--- src/rtl/fifo_arb_pkg.sv ---
`default_nettype none
// ============================================================================
// Module      : fifo_arb_pkg
// Description : Shared types and helpers for the FIFO write-port arbiters.
// Revision    : 1.0 - initial release
// ============================================================================
package fifo_arb_pkg;

  typedef enum logic [0:0] {
    ARB_IDLE   = 1'b0,
    ARB_LOCKED = 1'b1
  } arb_state_e;

  // Index width for n items; a single bit is kept even when n <= 2.
  function automatic int idx_w(input int n);
    return (n <= 2) ? 1 : $clog2(n);
  endfunction

  function automatic int wrap_inc(input int i, input int n);
    return (i >= n - 1) ? 0 : i + 1;
  endfunction

endpackage
`default_nettype wire

--- src/rtl/fifo_wr_arbiter_rr_pick.sv ---
`default_nettype none
// ============================================================================
// Module      : rr_pick
// Description : Rotating-priority encoder; first set request at or after ptr.
// Revision    : 1.0 - initial release
// ============================================================================
module rr_pick
  import fifo_arb_pkg::*;
#(
  parameter int N  = 4,
  parameter int IW = idx_w(N)
) (
  input  logic [N-1:0]  i_req,
  input  logic [IW-1:0] i_ptr,
  output logic [N-1:0]  o_grant,
  output logic          o_any
);

  always_comb begin
    int w_idx;
    w_idx   = 0;
    o_grant = '0;
    o_any   = 1'b0;
    for (int k = 0; k < N; k++) begin
      w_idx = int'(i_ptr) + k;
      if (w_idx >= N) w_idx = w_idx - N;
      if (!o_any && i_req[w_idx]) begin
        o_grant[w_idx] = 1'b1;
        o_any          = 1'b1;
      end
    end
  end

endmodule
`default_nettype wire

--- src/rtl/fifo_wr_arbiter.sv ---
`default_nettype none
// ============================================================================
// Module      : fifo_wr_arbiter
// Description : Round-robin packet-locking arbiter for a FIFO write port.
// Revision    : 1.0 - initial release
// ============================================================================
module fifo_wr_arbiter
  import fifo_arb_pkg::*;
#(
  parameter int NUM_REQ      = 4,
  parameter int WIDTH        = 8,
  parameter int LOCK_TIMEOUT = 16
) (
  input  logic                        clk,
  input  logic                        reset,
  input  logic [NUM_REQ-1:0]          req_valid,
  output logic [NUM_REQ-1:0]          req_ready,
  input  logic [WIDTH-1:0]            req_data [NUM_REQ],
  input  logic [NUM_REQ-1:0]          req_last,
  output logic                        out_valid,
  input  logic                        out_ready,
  output logic [WIDTH-1:0]            out_data,
  output logic                        out_last,
  output logic [idx_w(NUM_REQ)-1:0]   out_src,
  output logic                        locked,
  output logic                        err_timeout
);

  localparam int IW = idx_w(NUM_REQ);
  localparam int CW = idx_w(LOCK_TIMEOUT + 1);
  localparam logic [0:0] S_IDLE   = ARB_IDLE;
  localparam logic [0:0] S_LOCKED = ARB_LOCKED;
  localparam logic [CW-1:0] c_TIMEOUT_LAST = CW'((LOCK_TIMEOUT == 0) ? 0 : LOCK_TIMEOUT - 1);

  logic [0:0]         r_state;
  logic [IW-1:0]      r_rr_ptr;
  logic [IW-1:0]      r_owner;
  logic [CW-1:0]      r_idle_cnt;
  logic               r_out_valid;
  logic [WIDTH-1:0]   r_out_data;
  logic               r_out_last;
  logic [IW-1:0]      r_out_src;
  logic               r_err;

  logic [NUM_REQ-1:0] w_pick_grant;
  logic               w_pick_any;
  logic [NUM_REQ-1:0] w_grant;
  logic [IW-1:0]      w_sel;
  logic               w_load;
  logic               w_accept;
  logic               w_owner_idle;
  logic               w_timeout;

  rr_pick #(
    .N  (NUM_REQ),
    .IW (IW)
  ) u_rr_pick (
    .i_req   (req_valid),
    .i_ptr   (r_rr_ptr),
    .o_grant (w_pick_grant),
    .o_any   (w_pick_any)
  );

  // While locked only the owner may be granted, regardless of rotation.
  always_comb begin
    w_grant = '0;
    if (r_state == S_LOCKED) w_grant[r_owner] = req_valid[r_owner];
    else                     w_grant = w_pick_grant;
  end

  always_comb begin
    w_sel = '0;
    for (int i = 0; i < NUM_REQ; i++) begin
      if (w_grant[i]) w_sel = IW'(i);
    end
  end

  assign w_load       = ~r_out_valid | out_ready;
  assign w_accept     = w_load & ((r_state == S_LOCKED) ? req_valid[r_owner] : w_pick_any);
  assign w_owner_idle = (r_state == S_LOCKED) & ~req_valid[r_owner];
  assign w_timeout    = (LOCK_TIMEOUT != 0) && w_owner_idle && (r_idle_cnt == c_TIMEOUT_LAST);
  assign req_ready    = {NUM_REQ{w_load & ~reset}} & w_grant;

  always_ff @(posedge clk) begin
    if (reset) begin
      r_state     <= S_IDLE;
      r_rr_ptr    <= '0;
      r_owner     <= '0;
      r_idle_cnt  <= '0;
      r_out_valid <= 1'b0;
      r_out_data  <= '0;
      r_out_last  <= 1'b0;
      r_out_src   <= '0;
      r_err       <= 1'b0;
    end else begin
      r_err <= w_timeout;
      if (w_load) begin
        r_out_valid <= w_accept;
        if (w_accept) begin
          r_out_data <= req_data[w_sel];
          r_out_last <= req_last[w_sel];
          r_out_src  <= w_sel;
        end
      end
      case (r_state)
        S_IDLE: begin
          if (w_accept) begin
            if (req_last[w_sel]) begin
              r_rr_ptr <= IW'(wrap_inc(int'(w_sel), NUM_REQ));
            end else begin
              r_state    <= S_LOCKED;
              r_owner    <= w_sel;
              r_idle_cnt <= '0;
            end
          end
        end
        default: begin
          if (w_accept) begin
            r_idle_cnt <= '0;
            if (req_last[r_owner]) begin
              r_state  <= S_IDLE;
              r_rr_ptr <= IW'(wrap_inc(int'(r_owner), NUM_REQ));
            end
          end else if (w_timeout) begin
            r_state    <= S_IDLE;
            r_rr_ptr   <= IW'(wrap_inc(int'(r_owner), NUM_REQ));
            r_idle_cnt <= '0;
          end else if (w_owner_idle) begin
            if (r_idle_cnt != '1) r_idle_cnt <= r_idle_cnt + CW'(1);
          end else begin
            // Owner valid but FIFO backpressured: not a stall.
            r_idle_cnt <= '0;
          end
        end
      endcase
    end
  end

  assign out_valid   = r_out_valid;
  assign out_data    = r_out_data;
  assign out_last    = r_out_last;
  assign out_src     = r_out_src;
  assign locked      = (r_state == S_LOCKED);
  assign err_timeout = r_err;

endmodule
`default_nettype wire

--- config.mk ---
export PLATFORM = sky130hd
export DESIGN_NAME = fifo_wr_arbiter
export DESIGN_NICKNAME = d
export VERILOG_FILES = /design/src/rtl/fifo_arb_pkg.sv /design/src/rtl/fifo_wr_arbiter_rr_pick.sv /design/src/rtl/fifo_wr_arbiter.sv
export SDC_FILE = /design/constraint.sdc
export NUM_CORES = 1
export LEC_CHECK = 0
export ABC_AREA = 1
export CAP_MARGIN = 20
export CORE_AREA = 2 2 86 88
export CTS_CLUSTER_SIZE = 28
export DETAILED_ROUTE_END_ITERATION = 8
export DIE_AREA = 0 0 88 90
export GPL_TIMING_DRIVEN = 0
export PLACE_DENSITY = 0.58
export SKIP_LAST_GASP = 1
export SLEW_MARGIN = 20
export SYNTH_ARGS = -nofsm -noshare
export SYNTH_HDL_FRONTEND = slang
export SYNTH_SLANG_ARGS = --single-unit
export TNS_END_PERCENT = 30
--- constraint.sdc ---
create_clock -name clk -period 3.15 [get_ports clk]
set_input_delay 0.63 -clock clk [delete_from_list [all_inputs] [get_ports clk]]
set_output_delay 0.63 -clock clk [all_outputs]
set_load 0.02 [all_outputs]
==> results.md <==
Worst setup path:
- The startpoint identified for the worst register-to-register timing path is r_rr_ptr[1]$_SDFFE_PP0P_.
- STA classifies the critical path startpoint as a primary input.
- The largest single stage delay on the critical path is ~470 ps.
- The number of cells on the worst reg-to-reg path is 16.
- The element type at the critical path end is an output pin.
- The worst endpoint data arrival time is 2420 ps.
- In this run the worst path has a maximum fanout of 4.
- On the critical path the largest part of the delay comes from buffers and inverters.
- The required time reported for the critical path endpoint is 2520 ps.
- The critical path goes through clkdlybuf4s50_1 -> inv_1 -> nand2_1 -> nand3_1 -> nand2_1 -> nand3_1 -> o21ai_0 -> a31oi_1 -> o21ai_0 -> a22oi_1 -> nor2_1 -> dlygate4sd2_1.
- The most critical setup path has its startpoint at req_valid[3].
- The slowest stage of the critical path belongs to the cell clkdlybuf4s50_1.
- The critical path is of the primary input to output pin type.
- The path length in cells of the critical path is 12.
- The critical path contains buffers and inverters numbering 3 combined.

Yosys:
- Synthesis inferred 23 register bits.
- The net count of the mapped netlist is around 360.
- By area the synthesized netlist is led by dfxtp_1 23%, nand2_1 11%, ha_1 8.3%, inv_1 7.4%, nand3_1 6.1%.
- After synthesis the cells add up to 0.00197 sq mm.
- The Yosys step of the flow raised 0 warnings.
- The proportion of synthesized chip area in sequential cells is 23.4%.
- The synthesized area per cell is 6.53 sq um.
- The biggest area contributor in the post-synthesis netlist is dfxtp_1.
- The synthesized design devotes to its leading area cell type 23.4% of total area.
- The gate count after technology mapping is 302.
- The unique cell type count in the Yosys netlist is 33.

Final layout:
- The layout net count is 422.
- The library cells used most frequently in the layout, excluding fill and tap cells, are 56 x nand2_1, 56 x clkdlybuf4s50_1, 38 x inv_1.
- The share of final-layout standard cells stronger than drive strength 1 is 11.2%.
- The count of inserted antenna diode cells is 0.
- The layout overhead on the synthesized area is 39.7%.

Place:
- Routability-driven placement finished with a final weighted congestion of 0.795.
- During placement, the flow inserted port buffers numbering 60.
- The HPWL after detailed placement is ~4500 microns.

Power and ir drop:
- For this design the ratio of total power to cell area is between 1000 and 1500 mW/mm^2.
- The total chip power is 0.00276 W.
- Summed over all cells, the static leakage comes to roughly 1.3 nW.
- The maximum vdd drop is between 0.4 and 0.5 mV.

Drt:
- In the final routed layout, each cell accounts on average for roughly 13 microns.
- Using the TritonRoute via totals, the vias-per-cell ratio works out to 4.58.
- The post-route antenna net violation count is 0.
- In the routed design, unresolved DRC markers number 0.
- The first detailed-routing pass took 4 iterations.
- The total length of routed wires is approximately 5900 microns.
- The total via count in the routed design is 2,125.
- The number of DRC markers after the initial detailed-route iteration is just over 60.

Clock network:
- Clock-pin slew was measured on the worst setup and hold paths at 80 ps.
- Buffers inserted to repair hold after CTS numbered 0.
- At the later pin of the worst-skew pair, clock insertion delay measures 270 ps.
- The TritonCTS clock tree is yes.
- In this run the number of H-tree levels came out at 1.
- The number of clock sinks seen by CTS is 23.
- The tree is rooted in a clkbuf_8.
- The maximum buffer depth of the clock tree is 2.
- Clock tree synthesis inserted a total of 3 buffers.

Timing:
- The highest achievable clock rate is around 0.33 GHz.
- The final critical path takes up 96.8% of the cycle.
- Setup repair after global routing could not meet its margin everywhere.
- The count of final setup violators is 0.
- The transition at the pin with the smallest max-transition slack is just under 700 ps.
- The max-slew violation count is 0.
- For the finished layout, the period the worst path requires is roughly 3000 ps.
- The hold violation total from the final report is 0.
- The final clock skew is 2.67 ps.
- Headroom to the max-slew limit came out at between 50% and 60%.
- After routing, the total negative slack on setup checks comes to 0 ps.

Hold path:
- The worst hold path belongs to the class flop to flop.
- The hold-critical path depth is 2.
- The startpoint of the worst hold path is r_idle_cnt[3]$_SDFFE_PP0P_.

Global route:
- The maximum number of pins on one net before global-route repair is 14.
- The total global routing overflow is 0.
- The first global-routing pass estimated 9430 microns of wire.
- The initial antenna violation count is 0.
- The aggregate global-route resource usage is between 10% and 20%.
- The number of global-route vias before repair was between 2,000 and 2,500.

Die:
- The region available for standard cell placement spans 0.00702 sq mm.
- The floorplan step set the die height to 90 microns.
- The number of standard-cell rows in the floorplan is 31.
- The die area is 0.00792 sq mm.
- During I/O placement, the number of pins put on the boundary was 61.
- The die is 88 microns wide.
- The initial standard-cell utilization of the core is about 28%.

Status:
- The run finished with clean final reports.

Run:
- The max capacitance violation total is 0.
report_power, final:
part           switching, W  total (W)  internal [W]
Clock              0.000100   0.000191     0.0000905
Sequential        0.0000789   0.000480      0.000402
Combinational       0.00130    0.00209      0.000784
metrics by stage:
| stage | util, % | instances | hold slack [ps] | worst slack [ps] | cell area [sq um] |
|---|---|---|---|---|---|
| 3_5_place_dp | 38.4 | 461 | 476 | -546 | 2700 |
| 2_1_floorplan | - | 302 | 452 | 404 | 1970 |
| 4_1_cts | 39.0 | 464 | 498 | -252 | 2740 |
| 6_report | 39.2 | 464 | 496 | 100 | 2750 |
| 3_3_place_gp | 38.4 | 461 | 470 | -535 | 2700 |
| 5_1_grt | 39.2 | 464 | 544 | -28.4 | 2750 |
area by class of cell:
type	instances	area (sq um)
inverter	42	158
clock buffer	4	45.0
buffer	9	45.0
sequential	23	465
fill	755	4270
multi-input combinational	227	1320
timing repair buffer	60	599
tap	99	124
flip-flops by register name, summed over array words and instances (netlist names):
register	count
out_last	1
err_timeout	1
out_src	2
out_valid	1
r_rr_ptr	2
locked	1
r_owner	2
out_data	8
r_idle_cnt	5
synth_stat cells (all sizes together):
library cell and n:
o41ai 1, nand3b 1, ha 13, clkinv 1
buf 4, dfxtp 23, nand4 2, a31oi 10
nand3 30, a21oi 20, o21bai 8, clkbuf 6
nand2 69, nor2 32, xor2 1, inv 41
o22ai 1, o211ai 3, o21ai 32, a22oi 1
nor3b 1, or2 2
final timing paths:
check                                                  end  slack (ps)
worst max-delay path                          req_ready[0]         100
worst min-delay path            r_idle_cnt[3]$_SDFFE_PP0P_         500
worst max register to register    out_data[2]$_SDFFE_PP0P_         350
worst min register to register  r_idle_cnt[3]$_SDFFE_PP0P_         500
logic make-up after synthesis:
kind of cell             after synthesis  share of synthesized area [%]
AND/OR/NAND/NOR                      137                           35.6
AO/OA/AOI/OAI                         76                           21.9
buffers and inverters                 52                           10.5
flip-flops                            23                           23.4
adder cells (fa/ha/maj)               13                           8.25
XOR/XNOR                               1                          0.445
worst register-to-register path: stages (launching register included):
cell	delay, ps
dfxtp_2	360
inv_1	220
ha_4	260
inv_1	90
nand3_1	80
nand2_1	120
nand2_2	100
nor2_4	120
nand3_1	100
nand2_2	130
nand2_4	130
nand3_2	120
buf_6	150
clkbuf_1	420
a21oi_1	90
o21ai_0	100
a31oi_1	90
repair_timing:
item,CTS,global route
buffers inserted,0,0
pin swaps,0,0
gates resized for setup,3,9
setup endpoints to repair,4,12
per-layer routing:
layer  part of all wire (%)  GRT usage [%]
met1                     48           19.8
met2                     48           23.9
met3                    2.7           1.29
met4                    1.7           5.13
met5                      0              0
(Power assumes the default switching activity.)
==> RTL edit (config.mk and constraints unchanged) <==
Put one more register stage on the output `err_timeout`, without a reset. The value now appears one clock later. The other outputs are not delayed to match.
--- a/src/rtl/fifo_wr_arbiter.sv
+++ b/src/rtl/fifo_wr_arbiter.sv
@@ -142,5 +142,7 @@
   assign out_src     = r_out_src;
   assign locked      = (r_state == S_LOCKED);
-  assign err_timeout = r_err;
+  always_ff @(posedge clk) begin
+    err_timeout <= r_err;
+  end
 
 endmodule
Formal check against the unedited RTL: same outputs for any inputs over 4 cycles, from zero or initial values and one cycle with reset high; that may be too few to reach the edited logic, so the function may still have changed.
==> RTL edit against the unedited design <==
Total power rose by 2.4%. Setup slack improved by 0.019 ns. Area after synthesis fell by 0.95%. Die area did not move. Register-to-register slack improved by 0.12 ns. Sequential cell count rose by 1. Clock skew rose by 0.0010 ns. Largest power group unchanged. Routed wire length fell by 4.7%. Worst hold slack got worse by 0.17 ns. Count of clock-buffer cells in the layout fell by 1. Global-route usage fell by 0.36 points. Critical path type unchanged. Fmax rose by 0.61%. Cell area fell by 1.3%.
==> RTL edit: results (changes against the unedited design) <==
DP HPWL = 4470 um (was 4510 um)
Pint = 1.30 mW (was 1.28 mW)
Relative slew slack = 69.3% (was 53.0%)
Cells after DPL = 463 (was 461)
Via count of the first global-routing pass = 2060 (was 2033)
Via-to-Cell Ratio = 4.59 (was 4.58)
Filler-free cell count of the finished design = 466 (was 464)
Fillcell total = 775 (was 755)
Maximum vdd drop = 0.561 mV (was 0.434 mV)
Growth of design area from synthesis to finish = 39.2% (was 39.7%)
Hold_ws = 0.330 ns (was 0.496 ns)
Clock edge transition at the registers on the reported setup and hold paths = 0.08 ns (about the same)
Cell count after synthesis = 304 (was 302)
Reported sequential group power = 0.484 mW (was 0.480 mW)
Most used standard cells in the synthesized netlist = sky130_fd_sc_hd__nor2_1 (58), sky130_fd_sc_hd__nand2_1 (51), sky130_fd_sc_hd__o21ai_0 (29), sky130_fd_sc_hd__inv_1 (26), sky130_fd_sc_hd__dfxtp_1 (24) (was sky130_fd_sc_hd__nand2_1 (56), sky130_fd_sc_hd__inv_1 (39), sky130_fd_sc_hd__nor2_1 (28), sky130_fd_sc_hd__nand3_1 (24), sky130_fd_sc_hd__o21ai_0 (24))
DRT iter0 DRCs = 76 (was 62)
Synth Area in Compound Gates = 18.1% (was 21.9%)
Maximum number of pins on one net before global-route repair = 13 (was 14)
Number of cells on the worst hold path = 0 (was 2)
Detail-routed net length per standard cell = 12.0 um (was 12.7 um)
Share of synthesized area occupied by flip-flops and latches = 24.6% (was 23.4%)
Number of distinct library cells after synthesis = 34 (was 33)
Cell types with the largest area share after synthesis = sky130_fd_sc_hd__dfxtp_1 (25%), sky130_fd_sc_hd__nor2_1 (11%), sky130_fd_sc_hd__nand2_1 (9.8%) (was sky130_fd_sc_hd__dfxtp_1 (23%), sky130_fd_sc_hd__nand2_1 (11%), sky130_fd_sc_hd__ha_1 (8.3%))
Depth of the worst register-to-register path = 17 (was 16)
Slowest Stage Delay on Critical Path = 0.54 ns (was 0.47 ns)
Switch Pwr = 1.52 mW (was 1.48 mW)
DP Worst Slack = -0.318 ns (was -0.546 ns)
Endpoint of the worst setup timing path = req_ready[2] (was req_ready[0])
Total Nets Final = 425 (was 422)
Start point of the worst min-delay path = r_err (was r_idle_cnt[3])
Reg2reg end = out_data[0] (was out_data[2])
Worst clock skew = 0.00370 ns (was 0.00267 ns)
Share of cells above drive strength 1 = 11.7% (was 11.2%)
Placed Instance Area = 2680 sq um (was 2700 sq um)
Post-Synthesis Net Count = 360 (was 358)
Area share of fa/ha/maj cells after synthesis = 8.33% (was 8.25%)
Fraction of power consumed by combinational cells = 76.5% (was 75.6%)
Wire length of the first global-routing pass = 9290 um (was 9430 um)
XOR/XNOR share of the synthesized area = 0.449% (was 0.444%)
Run status = finished, final reports clean (unchanged)
Final period util = 96.2% (was 96.8%)
[RTL edit: timing repair]
item | in CTS | in global routing
buffers inserted | 0 | 0
endpoints found under the setup margin | 4 | 4
hold buffers | 0 | 0
pin swaps | 0 | 0
gates resized for setup | 9 | 6
[RTL edit: layout make-up]
type / instances / area share (%)
clock buffers: 3 / 1.52
repair buffers: 60 / 21.5
inverters: 31 / 4.42
flip-flops and latches: 24 / 17.8
multi-input cells: 240 / 48.1
well taps: 99 / 4.56
plain buffers: 9 / 2.12
[RTL edit: worst register-to-register path, delay by kind of cell, from the launching register on]
family | cells | cell delay [ns]
fa+ha+maj | 1 | 0.32
compound gates | 3 | 0.47
simple gates | 9 | 0.90
buf+inv | 4 | 0.52
flops | 1 | 0.41
[RTL edit: routing by layer]
metal	share of wire, %	global-route usage [%]	wire length (um)	up-vias
li1	-	-	-	1129
met1	46	17.2	2550	938
met2	47	24.7	2630	70
met3	6.6	4.13	371	4
met4	0.91	3.08	51	0
met5	0	0	0	-
